===== src/rtl/up_down_count_pkg.sv =====
// Shared types for the up/down count decoder: tracker states, step classes,
// and the modular step classifier used on every accepted sample.
package up_down_count_pkg;

    typedef enum logic [2:0] {
        ST_INIT,
        ST_SYNC,
        ST_TRACK_UP,
        ST_TRACK_DN,
        ST_FAULT
    } state_e;

    typedef enum logic [1:0] {
        CLS_ZERO,
        CLS_INC,
        CLS_DEC,
        CLS_BAD
    } step_class_e;

    // Widest count bus the classifier can handle; callers zero-extend.
    localparam int unsigned MAX_WIDTH = 32;

    // Classify (cur - prev) mod 2^width. Only the low 'width' bits matter.
    function automatic step_class_e classify(
        input logic [MAX_WIDTH-1:0] cur,
        input logic [MAX_WIDTH-1:0] prev,
        input int                   width
    );
        logic [MAX_WIDTH-1:0] mask;
        logic [MAX_WIDTH-1:0] delta;
        mask  = (width >= int'(MAX_WIDTH)) ? '1
              : ((MAX_WIDTH'(1) << width) - MAX_WIDTH'(1));
        delta = (cur - prev) & mask;
        if (delta == '0) begin
            return CLS_ZERO;
        end else if (delta == MAX_WIDTH'(1)) begin
            return CLS_INC;
        end else if (delta == mask) begin
            return CLS_DEC;
        end else begin
            return CLS_BAD;
        end
    endfunction

endpackage


===== src/rtl/up_down_count_decoder_filter.sv =====
// count_sample_filter: decides which SAMPLE_EN samples reach the tracker.
// Macro UP_DOWN_DECODE_FILTER_EN: when defined, a sample is accepted only if
// it equals the value captured at the previous SAMPLE_EN, which hides ripple
// transient codes. When undefined, every SAMPLE_EN is accepted directly.
module count_sample_filter #(
    parameter int WIDTH = 4
) (
    input  logic             clk,
    input  logic             rst,
    input  logic             clear,
    input  logic             sample_en,
    input  logic [WIDTH-1:0] count_in,
    output logic             accept,
    output logic [WIDTH-1:0] accept_val
);

    assign accept_val = count_in;

`ifdef UP_DOWN_DECODE_FILTER_EN
    logic [WIDTH-1:0] last_q, last_d;
    logic             have_q, have_d;

    // Capture every presented sample; CLEAR forgets history like RESET does.
    always_comb begin
        last_d = last_q;
        have_d = have_q;
        if (clear) begin
            last_d = '0;
            have_d = 1'b0;
        end else if (sample_en) begin
            last_d = count_in;
            have_d = 1'b1;
        end
    end

    // Register the previous-sample history.
    always_ff @(posedge clk) begin
        if (rst) begin
            last_q <= '0;
            have_q <= 1'b0;
        end else begin
            last_q <= last_d;
            have_q <= have_d;
        end
    end

    assign accept = sample_en & have_q & (count_in == last_q);
`else
    logic unused_filter_inputs;
    assign unused_filter_inputs = ^{clk, rst, clear};
    assign accept = sample_en;
`endif

endmodule


===== src/rtl/up_down_count_decoder.sv =====
// up_down_count_decoder: watches a sampled up/down counter bus, recovers its
// direction, pulses on legal steps, wraps and reversals, and latches FAULT
// after ERR_LIMIT consecutive illegal jumps.
// Optional macro UP_DOWN_DECODE_FILTER_EN enables the repeat-sample filter.
//
// Handshake: SAMPLE_EN is a valid-only qualifier (no ready, no backpressure);
// COUNT_IN is consumed on every rising edge where SAMPLE_EN is high and
// neither RESET nor CLEAR is high.
module up_down_count_decoder
    import up_down_count_pkg::*;
#(
    parameter int WIDTH     = 4,
    parameter int ERR_LIMIT = 3
) (
    input  logic             CLK,
    input  logic             RESET,
    input  logic             CLEAR,
    input  logic             SAMPLE_EN,
    input  logic [WIDTH-1:0] COUNT_IN,
    output logic             UPDN_OUT,
    output logic             DIR_VALID,
    output logic             STEP,
    output logic             WRAP,
    output logic             DIR_CHG,
    output logic             ERR,
    output state_e           dbg_state
);

    localparam logic [WIDTH-1:0] MAX_VAL = '1;
    localparam logic [2:0]       ERR_MAX = 3'(ERR_LIMIT);

    logic             accept;
    logic [WIDTH-1:0] accept_val;

    count_sample_filter #(.WIDTH(WIDTH)) u_filter (
        .clk        (CLK),
        .rst        (RESET),
        .clear      (CLEAR),
        .sample_en  (SAMPLE_EN),
        .count_in   (COUNT_IN),
        .accept     (accept),
        .accept_val (accept_val)
    );

    state_e           state_q, state_d;
    logic [WIDTH-1:0] prev_q, prev_d;
    logic [2:0]       err_cnt_q, err_cnt_d;
    logic             updn_q, updn_d;
    logic             dir_valid_q, dir_valid_d;
    logic             step_q, step_d;
    logic             wrap_q, wrap_d;
    logic             dir_chg_q, dir_chg_d;
    logic             err_q, err_d;
    step_class_e      cls;

    assign cls = classify(MAX_WIDTH'(accept_val), MAX_WIDTH'(prev_q), WIDTH);

    // Next-state, history and pulse computation for one accepted sample.
    always_comb begin
        state_d   = state_q;
        prev_d    = prev_q;
        err_cnt_d = err_cnt_q;
        updn_d    = updn_q;
        step_d    = 1'b0;
        wrap_d    = 1'b0;
        dir_chg_d = 1'b0;
        if (CLEAR) begin
            // Soft restart: direction output keeps its last value.
            state_d   = ST_INIT;
            prev_d    = '0;
            err_cnt_d = '0;
        end else if (accept && state_q != ST_FAULT) begin
            prev_d = accept_val;
            unique case (state_q)
                ST_INIT: state_d = ST_SYNC;
                ST_SYNC: begin
                    if (cls == CLS_INC) begin
                        state_d = ST_TRACK_UP;
                        updn_d  = 1'b1;
                        step_d  = 1'b1;
                        wrap_d  = (prev_q == MAX_VAL);
                    end else if (cls == CLS_DEC) begin
                        state_d = ST_TRACK_DN;
                        updn_d  = 1'b0;
                        step_d  = 1'b1;
                        wrap_d  = (prev_q == '0);
                    end else if (cls == CLS_BAD) begin
                        err_cnt_d = err_cnt_q + 3'd1;
                    end
                end
                ST_TRACK_UP, ST_TRACK_DN: begin
                    if (cls == CLS_INC || cls == CLS_DEC) begin
                        step_d    = 1'b1;
                        err_cnt_d = '0;
                        updn_d    = (cls == CLS_INC);
                        wrap_d    = (cls == CLS_INC) ? (prev_q == MAX_VAL) : (prev_q == '0);
                        state_d   = (cls == CLS_INC) ? ST_TRACK_UP : ST_TRACK_DN;
                        dir_chg_d = (state_d != state_q);
                    end else if (cls == CLS_BAD) begin
                        err_cnt_d = err_cnt_q + 3'd1;
                    end
                end
                default: state_d = state_q;
            endcase
            if (err_cnt_d >= ERR_MAX) begin
                err_cnt_d = ERR_MAX;
                state_d   = ST_FAULT;
            end
        end
        dir_valid_d = (state_d == ST_TRACK_UP) || (state_d == ST_TRACK_DN);
        err_d       = (state_d == ST_FAULT);
    end

    // Single register stage for tracker state and every output.
    always_ff @(posedge CLK) begin
        if (RESET) begin
            state_q     <= ST_INIT;
            prev_q      <= '0;
            err_cnt_q   <= '0;
            updn_q      <= 1'b1;
            dir_valid_q <= 1'b0;
            step_q      <= 1'b0;
            wrap_q      <= 1'b0;
            dir_chg_q   <= 1'b0;
            err_q       <= 1'b0;
        end else begin
            state_q     <= state_d;
            prev_q      <= prev_d;
            err_cnt_q   <= err_cnt_d;
            updn_q      <= updn_d;
            dir_valid_q <= dir_valid_d;
            step_q      <= step_d;
            wrap_q      <= wrap_d;
            dir_chg_q   <= dir_chg_d;
            err_q       <= err_d;
        end
    end

    assign UPDN_OUT  = updn_q;
    assign DIR_VALID = dir_valid_q;
    assign STEP      = step_q;
    assign WRAP      = wrap_q;
    assign DIR_CHG   = dir_chg_q;
    assign ERR       = err_q;
    assign dbg_state = state_q;

endmodule


===== config.mk =====
export PLATFORM = sky130hd
export DESIGN_NAME = up_down_count_decoder
export DESIGN_NICKNAME = d
export VERILOG_FILES = /design/src/rtl/up_down_count_pkg.sv /design/src/rtl/up_down_count_decoder_filter.sv /design/src/rtl/up_down_count_decoder.sv
export SDC_FILE = /design/constraint.sdc
export NUM_CORES = 1
export LEC_CHECK = 0
export BUFFER_PORTS_ARGS = -buffer_cell sky130_fd_sc_hd__buf_2
export CAP_MARGIN = 0
export CELL_PAD_IN_SITES_DETAIL_PLACEMENT = 0
export CELL_PAD_IN_SITES_GLOBAL_PLACEMENT = 1
export CORE_ASPECT_RATIO = 1.5
export CORE_MARGIN = 3
export CORE_UTILIZATION = 41
export DETAILED_ROUTE_END_ITERATION = 7
export PLACE_DENSITY = 0.81
export SLEW_MARGIN = 15
export SYNTH_ARGS = -nofsm -noshare
export SYNTH_HDL_FRONTEND = slang
export SYNTH_SLANG_ARGS = --single-unit

===== constraint.sdc =====
create_clock -name CLK -period 5 [get_ports CLK]
set_input_delay 1.5 -clock CLK [delete_from_list [all_inputs] [get_ports CLK]]
set_output_delay 1.5 -clock CLK [all_outputs]
set_load 0.01 [all_outputs]

==> out/results.ini, run 1 <==
[status]
status=complete, no violations

[setup_path]
r2r_cells=12
cp.depth=14
worst_path_largest_cell_delay_ns=0.46
worstSetupStartpoint=COUNT_IN[0]
endpoint=DIR_VALID
reg2reg_from=prev_q[0]
crit_path_frequent_cell=ha_1
endpoint_kind=flop
r2r_setup_slack_ns=1.55
crit_type=primary input to flop
worstSetupStartpointType=primary input
r2r-end=DIR_VALID
arrival_ns=4.61
cp_max_fo=8
critical_path.top_delay_family=compound AO/OA/AOI/OAI gates
cp.required_ns=5.18
crit_path_top_delay_cell=a221o_2
crit_chain=buf_2 -> inv_1 -> ha_1 -> fa_1 -> xnor2_1 -> nand2b_1 -> a21oi_1 -> a32oi_1 -> ha_1 -> nor3b_1 -> o21bai_1 -> a221o_2 -> a21o_4 -> a2111oi_2
path_buf_inv=2

[floorplan]
start_util_pct=45.3
die_h_um=68.3
dieArea_um2=3240
row_count=21
fp.dieW_um=47.5
core_um2=2340
io_pins=17

[power]
comb_power_share_pct=20.4
p_leak_uw=0.000493
swShare_pct=27.9
clock_power_share_pct=31.0
intPower_uw=197
seqPwrFrac_pct=48.6
peakVddDrop_v=0.000130
power.switching_uw=76.2
power_density_nw_per_um2=233

[sta]
finalCritPeriodShare_pct=88.5
setup_violations=0
hold_viol=0
period_needed_ns=4.43
max_freq_mhz=226
tightest_slew_ns=0.460
skew_ns=0.00438
drv_slew=0
slew_headroom_pct=69.4
rsz0062_at_grt=no
tns_ns=0

[clock_network]
clkLatencyLatePin_ns=0.29
ctsResizeCount=0
cts_root_buffer=clkbuf_4
cts_tree=yes
clk_pin_slew_ns=0.09
cts_buffer_depth=2
cts_num_sinks=16
ctsHoldBuffers=0
cts_setup_buffers=0
cts_buffers=3
cts_max_level=1

[synthesis]
syn_area_um2=1060
syn_area_per_cell_um2=8.48
ys_warn_count=0
post-synth-top-area-cell=dfxtp_1
synth.area.top_cells=dfxtp_1 30%, ha_1 8.3%, nand2_1 6.4%, a21oi_1 3.8%, nor3_1 2.8%
ys_seq_area_share_pct=30.2
synthDistinctLibCells=43
synth_nets=141
ys_ff_latch=16
synth_top_area_share_pct=30.2
synth_cells=125

[detailed_routing]
vias=960
viasPerCell=5.89
first_pass_iters=4
drc=0
drtIter0Drc=25
final_antenna_net_count=0
wl_per_cell_um=14.3
wl_mm=2.33

[global_routing]
grt_usage_pct=17.6
grt_pass1_vias=956
grt_antenna_before_repair=0
grt_pass1_wl_mm=4.06
grt_max_degree=14
grt_overflow=0

[run]
drv_cap=0

[layout]
postLayoutCellArea_um2=1170
antenna_cells=0
multi_input_area_um2=682
final-seq-area_um2=320
drive_above_1_share_pct=21.4
nNetsFinal=157
fill_cells=247
syn_to_final_growth_pct=10.7
stdcell_count=163

[placed_design]
portBuffers=16
gp_congestion=0.796
hpwl_mm=1.85
placed_area_um2=1140
place_inst=159

[worst_hold_path]
hold_class=flop to flop

==> metal layers <==
metal / GRT usage [%] / routed length [um] / part of all wire (%) / up-vias
li1: - / - / - / 477
met1: 18.6 / 905 / 39 / 458
met2: 31.7 / 1310 / 56 / 21
met3: 3.42 / 80 / 3.4 / 4
met4: 7.61 / 36 / 1.5 / 0
met5: 0 / 0 / 0 / -
==> cell usage after synthesis, drive strengths merged <==
master   instances
nand2           18
dfxtp           16
a21oi            9
ha               7
inv              7
nor2             6
nor3             6
o21ai            6
a2111oi          4
nand2b           4
a21o             3
and2             3
buf              3
nand3            3
nor2b            3
a211oi           2
a31oi            2
and3             2
clkbuf           2
mux2i            2
o21bai           2
or2              2
xnor2            2
a221o            1
a32o             1
a32oi            1
and3b            1
fa               1
nand4            1
nor3b            1
o22a             1
o22ai            1
or4b             1
xor2             1
==> power by group through the flow <==
stage | Sequential, uW | Combinational [uW] | Clock [uW]
floorplan | 135 | 44.2 | 0
global placement | 136 | 54.5 | 0
detailed placement | 136 | 55.8 | 0
CTS | 133 | 56.2 | 88.2
global route | 133 | 63.2 | 93.6
finish | 133 | 55.7 | 84.7
==> logic make-up after synthesis <==
group,Yosys count,share of synthesized area [%]
AO/OA/AOI/OAI,33,25.4
AND/OR/NAND/NOR,51,24.4
adder cells (fa/ha/maj),8,10.2
multiplexers,2,1.89
XOR/XNOR,3,2.48
buffers and inverters,12,5.43
flip-flops,16,30.2
==> tightest hold or removal path: stages, from the launching register on <==
cell and delay, ns:
dfxtp_1 0.32, nand2_1 0.05, a21oi_1 0.05
==> cell type report <==
| cell class | count | share of cell area, % |
|---|---|---|
| clock buffer | 4 | 3.09 |
| sequential | 16 | 27.3 |
| timing repair buffer | 16 | 6.82 |
| tap | 23 | 2.45 |
| inverter | 7 | 2.24 |
| multi-input combinational | 97 | 58.1 |
==> stage by stage <==
step	setup WS, ns	utilization (%)	hold WS (ns)	total power [uW]
2_1_floorplan	0.561	-	0.436	179
3_5_place_dp	0.261	48.6	0.456	192
4_1_cts	0.555	50.2	0.470	277
3_3_place_gp	0.407	48.6	0.445	190
5_1_grt	0.339	50.2	0.501	290
6_report	0.573	50.2	0.461	273
==> placed cells by master (no fill, tap or decap), types with 2 or more instances in the layout <==
cell type / n
a2111oi_2: 2
a211oi_1: 2
a21oi_1: 8
a31oi_1: 2
and2_1: 3
and3_1: 2
buf_2: 16
clkbuf_4: 3
dfxtp_1: 16
ha_1: 7
inv_1: 7
mux2i_1: 2
nand2_1: 18
nand2b_1: 4
nand3_1: 3
nor2_1: 6
nor2b_1: 3
nor3_1: 6
o21ai_0: 4
o21ai_1: 2
or2_1: 2
xnor2_1: 2
==> flip-flops by register name (all words and copies together), names as in the netlist <==
signal,count
DIR_VALID,1
WRAP,1
prev_q,4
DIR_CHG,1
err_cnt_q,3
UPDN_OUT,1
ERR,1
dbg_state,3
STEP,1
==> worst min path at each step <==
stage,start,endpoint,cells after the start
detailed placement,prev_q[2],prev_q[2],2
global route,prev_q[2],prev_q[2],2
finish,prev_q[2],prev_q[2],2
CTS,prev_q[2],prev_q[2],2
global placement,prev_q[2],prev_q[2],2
floorplan,prev_q[2],prev_q[2],2
Power figures use the tool's default switching activity.
==> run 2: changes to the inputs <==
--- a/config.mk
+++ b/config.mk
@@ -7,13 +7,11 @@
 export LEC_CHECK = 0
 export BUFFER_PORTS_ARGS = -buffer_cell sky130_fd_sc_hd__buf_2
 export CAP_MARGIN = 0
-export CELL_PAD_IN_SITES_DETAIL_PLACEMENT = 0
-export CELL_PAD_IN_SITES_GLOBAL_PLACEMENT = 1
-export CORE_ASPECT_RATIO = 1.5
 export CORE_MARGIN = 3
-export CORE_UTILIZATION = 41
+export CORE_UTILIZATION = 55
 export DETAILED_ROUTE_END_ITERATION = 7
 export PLACE_DENSITY = 0.81
+export RECOVER_POWER = 50
 export SLEW_MARGIN = 15
 export SYNTH_ARGS = -nofsm -noshare
 export SYNTH_HDL_FRONTEND = slang
==> out/results.ini, run 2 (synthesis gave the netlist of run 1 again) <==
[detailed_routing]
final_antenna_net_count=0  ; unchanged
wl_mm=2.26  ; -3.3%
wl_per_cell_um=13.7  ; -4.4%
drtIter0Drc=18  ; -28%
viasPerCell=5.75  ; -2.4%
first_pass_iters=4  ; unchanged
vias=948  ; -1.3%
drc=0  ; unchanged

[sta]
hold_viol=0  ; unchanged
skew_ns=0.00119  ; -0.00319 ns
drv_slew=0  ; unchanged
rsz0062_at_grt=no
setup_violations=0  ; unchanged
tns_ns=0  ; unchanged
max_freq_mhz=224  ; -0.74%
tightest_slew_ns=0.514  ; +0.0546 ns
period_needed_ns=4.46  ; +0.0332 ns
finalCritPeriodShare_pct=89.2  ; +0.66 points
slew_headroom_pct=65.7  ; -3.7 points

[power]
peakVddDrop_v=0.000205  ; +58%
power_density_nw_per_um2=237  ; +1.6%
p_leak_uw=0.000462  ; -6.3%

[placed_design]
placed_area_um2=1140  ; +0.22%
hpwl_mm=1.72  ; -7.3%
gp_congestion=0.877  ; +10%
portBuffers=16  ; unchanged

[clock_network]
ctsHoldBuffers=0  ; unchanged
cts_max_level=1  ; unchanged
ctsResizeCount=0  ; unchanged
clk_pin_slew_ns=0.09  ; about the same
clkLatencyLatePin_ns=0.29  ; about the same
cts_root_buffer=clkbuf_4
cts_setup_buffers=0  ; unchanged
cts_buffers=3  ; unchanged
cts_num_sinks=16  ; unchanged
cts_buffer_depth=2  ; unchanged
cts_tree=yes

[setup_path]
r2r_cells=12  ; unchanged
cp_max_fo=8  ; unchanged
crit_type=primary input to flop
endpoint_kind=flop
cp.required_ns=5.16  ; -0.02 ns
worstSetupStartpointType=primary input
arrival_ns=4.62  ; about the same

[run]
drv_cap=0  ; unchanged

[floorplan]
core_um2=1760  ; -25%
dieArea_um2=2490  ; -23%
io_pins=17  ; unchanged
start_util_pct=60.1  ; +15 points
die_h_um=49.9  ; -27%
fp.dieW_um=49.9  ; +5.0%
row_count=15  ; -29%

[global_routing]
grt_max_degree=14  ; unchanged
grt_usage_pct=20.0  ; +2.5 points
grt_pass1_vias=854  ; -11%
grt_pass1_wl_mm=3.77  ; -7.0%
grt_overflow=0  ; unchanged
grt_antenna_before_repair=0  ; unchanged

[layout]
antenna_cells=0  ; unchanged
final_cell_mix=18 x nand2_1, 16 x dfxtp_1, 8 x a21oi_1, 8 x buf_2, 8 x clkbuf_1
postLayoutCellArea_um2=1170  ; -0.64%
final_common_cell=nand2_1
fill_cells=162  ; -34%
syn_to_final_growth_pct=10.0
largest_register_ffs=4  ; unchanged
nNetsFinal=157  ; unchanged
top_register=prev_q
drive_above_1_share_pct=15.7  ; -5.7 points

[worst_hold_path]
hold_class=flop to flop
hold_depth=2  ; unchanged

[status]
status=complete, no violations

==> run 2: changes by cell type in the layout (fill, tap and decap cells not counted), sizes merged <==
cell / before / now
buf: 16 / 8
clkbuf: 4 / 12
==> run 2: path summary, 6_finish.rpt <==
check / from / to / slack (ns)
setup reg to reg: prev_q[0] / dbg_state[0] / 1.52
hold / removal: prev_q[2] / prev_q[2] / 0.46
hold reg to reg: prev_q[2] / prev_q[2] / 0.46
setup / recovery: COUNT_IN[0] / dbg_state[0] / 0.54
==> run 2: report_power, final <==
group          internal, uW  switching [uW]
combinational          22.9            32.9
sequential              130            3.32
clock                  44.4            42.6
total                   197            78.9
==> run 2: per-layer routing <==
layer / GRT usage [%] / up-vias / routed length (um)
met1: 25.2 / 441 / 1070
met2: 31.7 / 24 / 1040
met4: 9.68 / 0 / 41
met5: 0 / - / 0
li1: - / 479 / -
met3: 4.83 / 4 / 102
==> run 2: cell type report <==
| cell class | instances | area, um^2 | area share (%) |
|---|---|---|---|
| Clock buffer | 4 | 36.3 | 3.11 |
| Inverter | 7 | 26.3 | 2.25 |
| Multi-Input combinational cell | 97 | 682 | 58.5 |
| Timing Repair Buffer | 16 | 70.1 | 6.01 |
| Sequential cell | 16 | 320 | 27.5 |
| Tap cell | 25 | 31.3 | 2.68 |
==> run 2: critical path, stage by stage <==
cell,delay [ns]
buf_2,0.08
inv_1,0.04
ha_1,0.21
fa_1,0.39
xnor2_1,0.17
nand2b_1,0.15
a21oi_1,0.27
a32oi_1,0.14
ha_1,0.34
or4b_4,0.60
a2111oi_4,0.35
a221o_2,0.21
a21o_4,0.12
a2111oi_2,0.06
==> run 2: metrics by stage <==
stage	setup slack (ns)	total power, uW	util (%)	instances	hold slack [ns]
finish	0.539	276	66.1	165	0.463
detailed placement	0.258	191	64.6	161	0.453
global route	0.367	292	66.1	165	0.486
CTS	0.565	278	66.7	165	0.467
global placement	0.379	189	64.6	161	0.449
floorplan	0.561	179	-	125	0.436
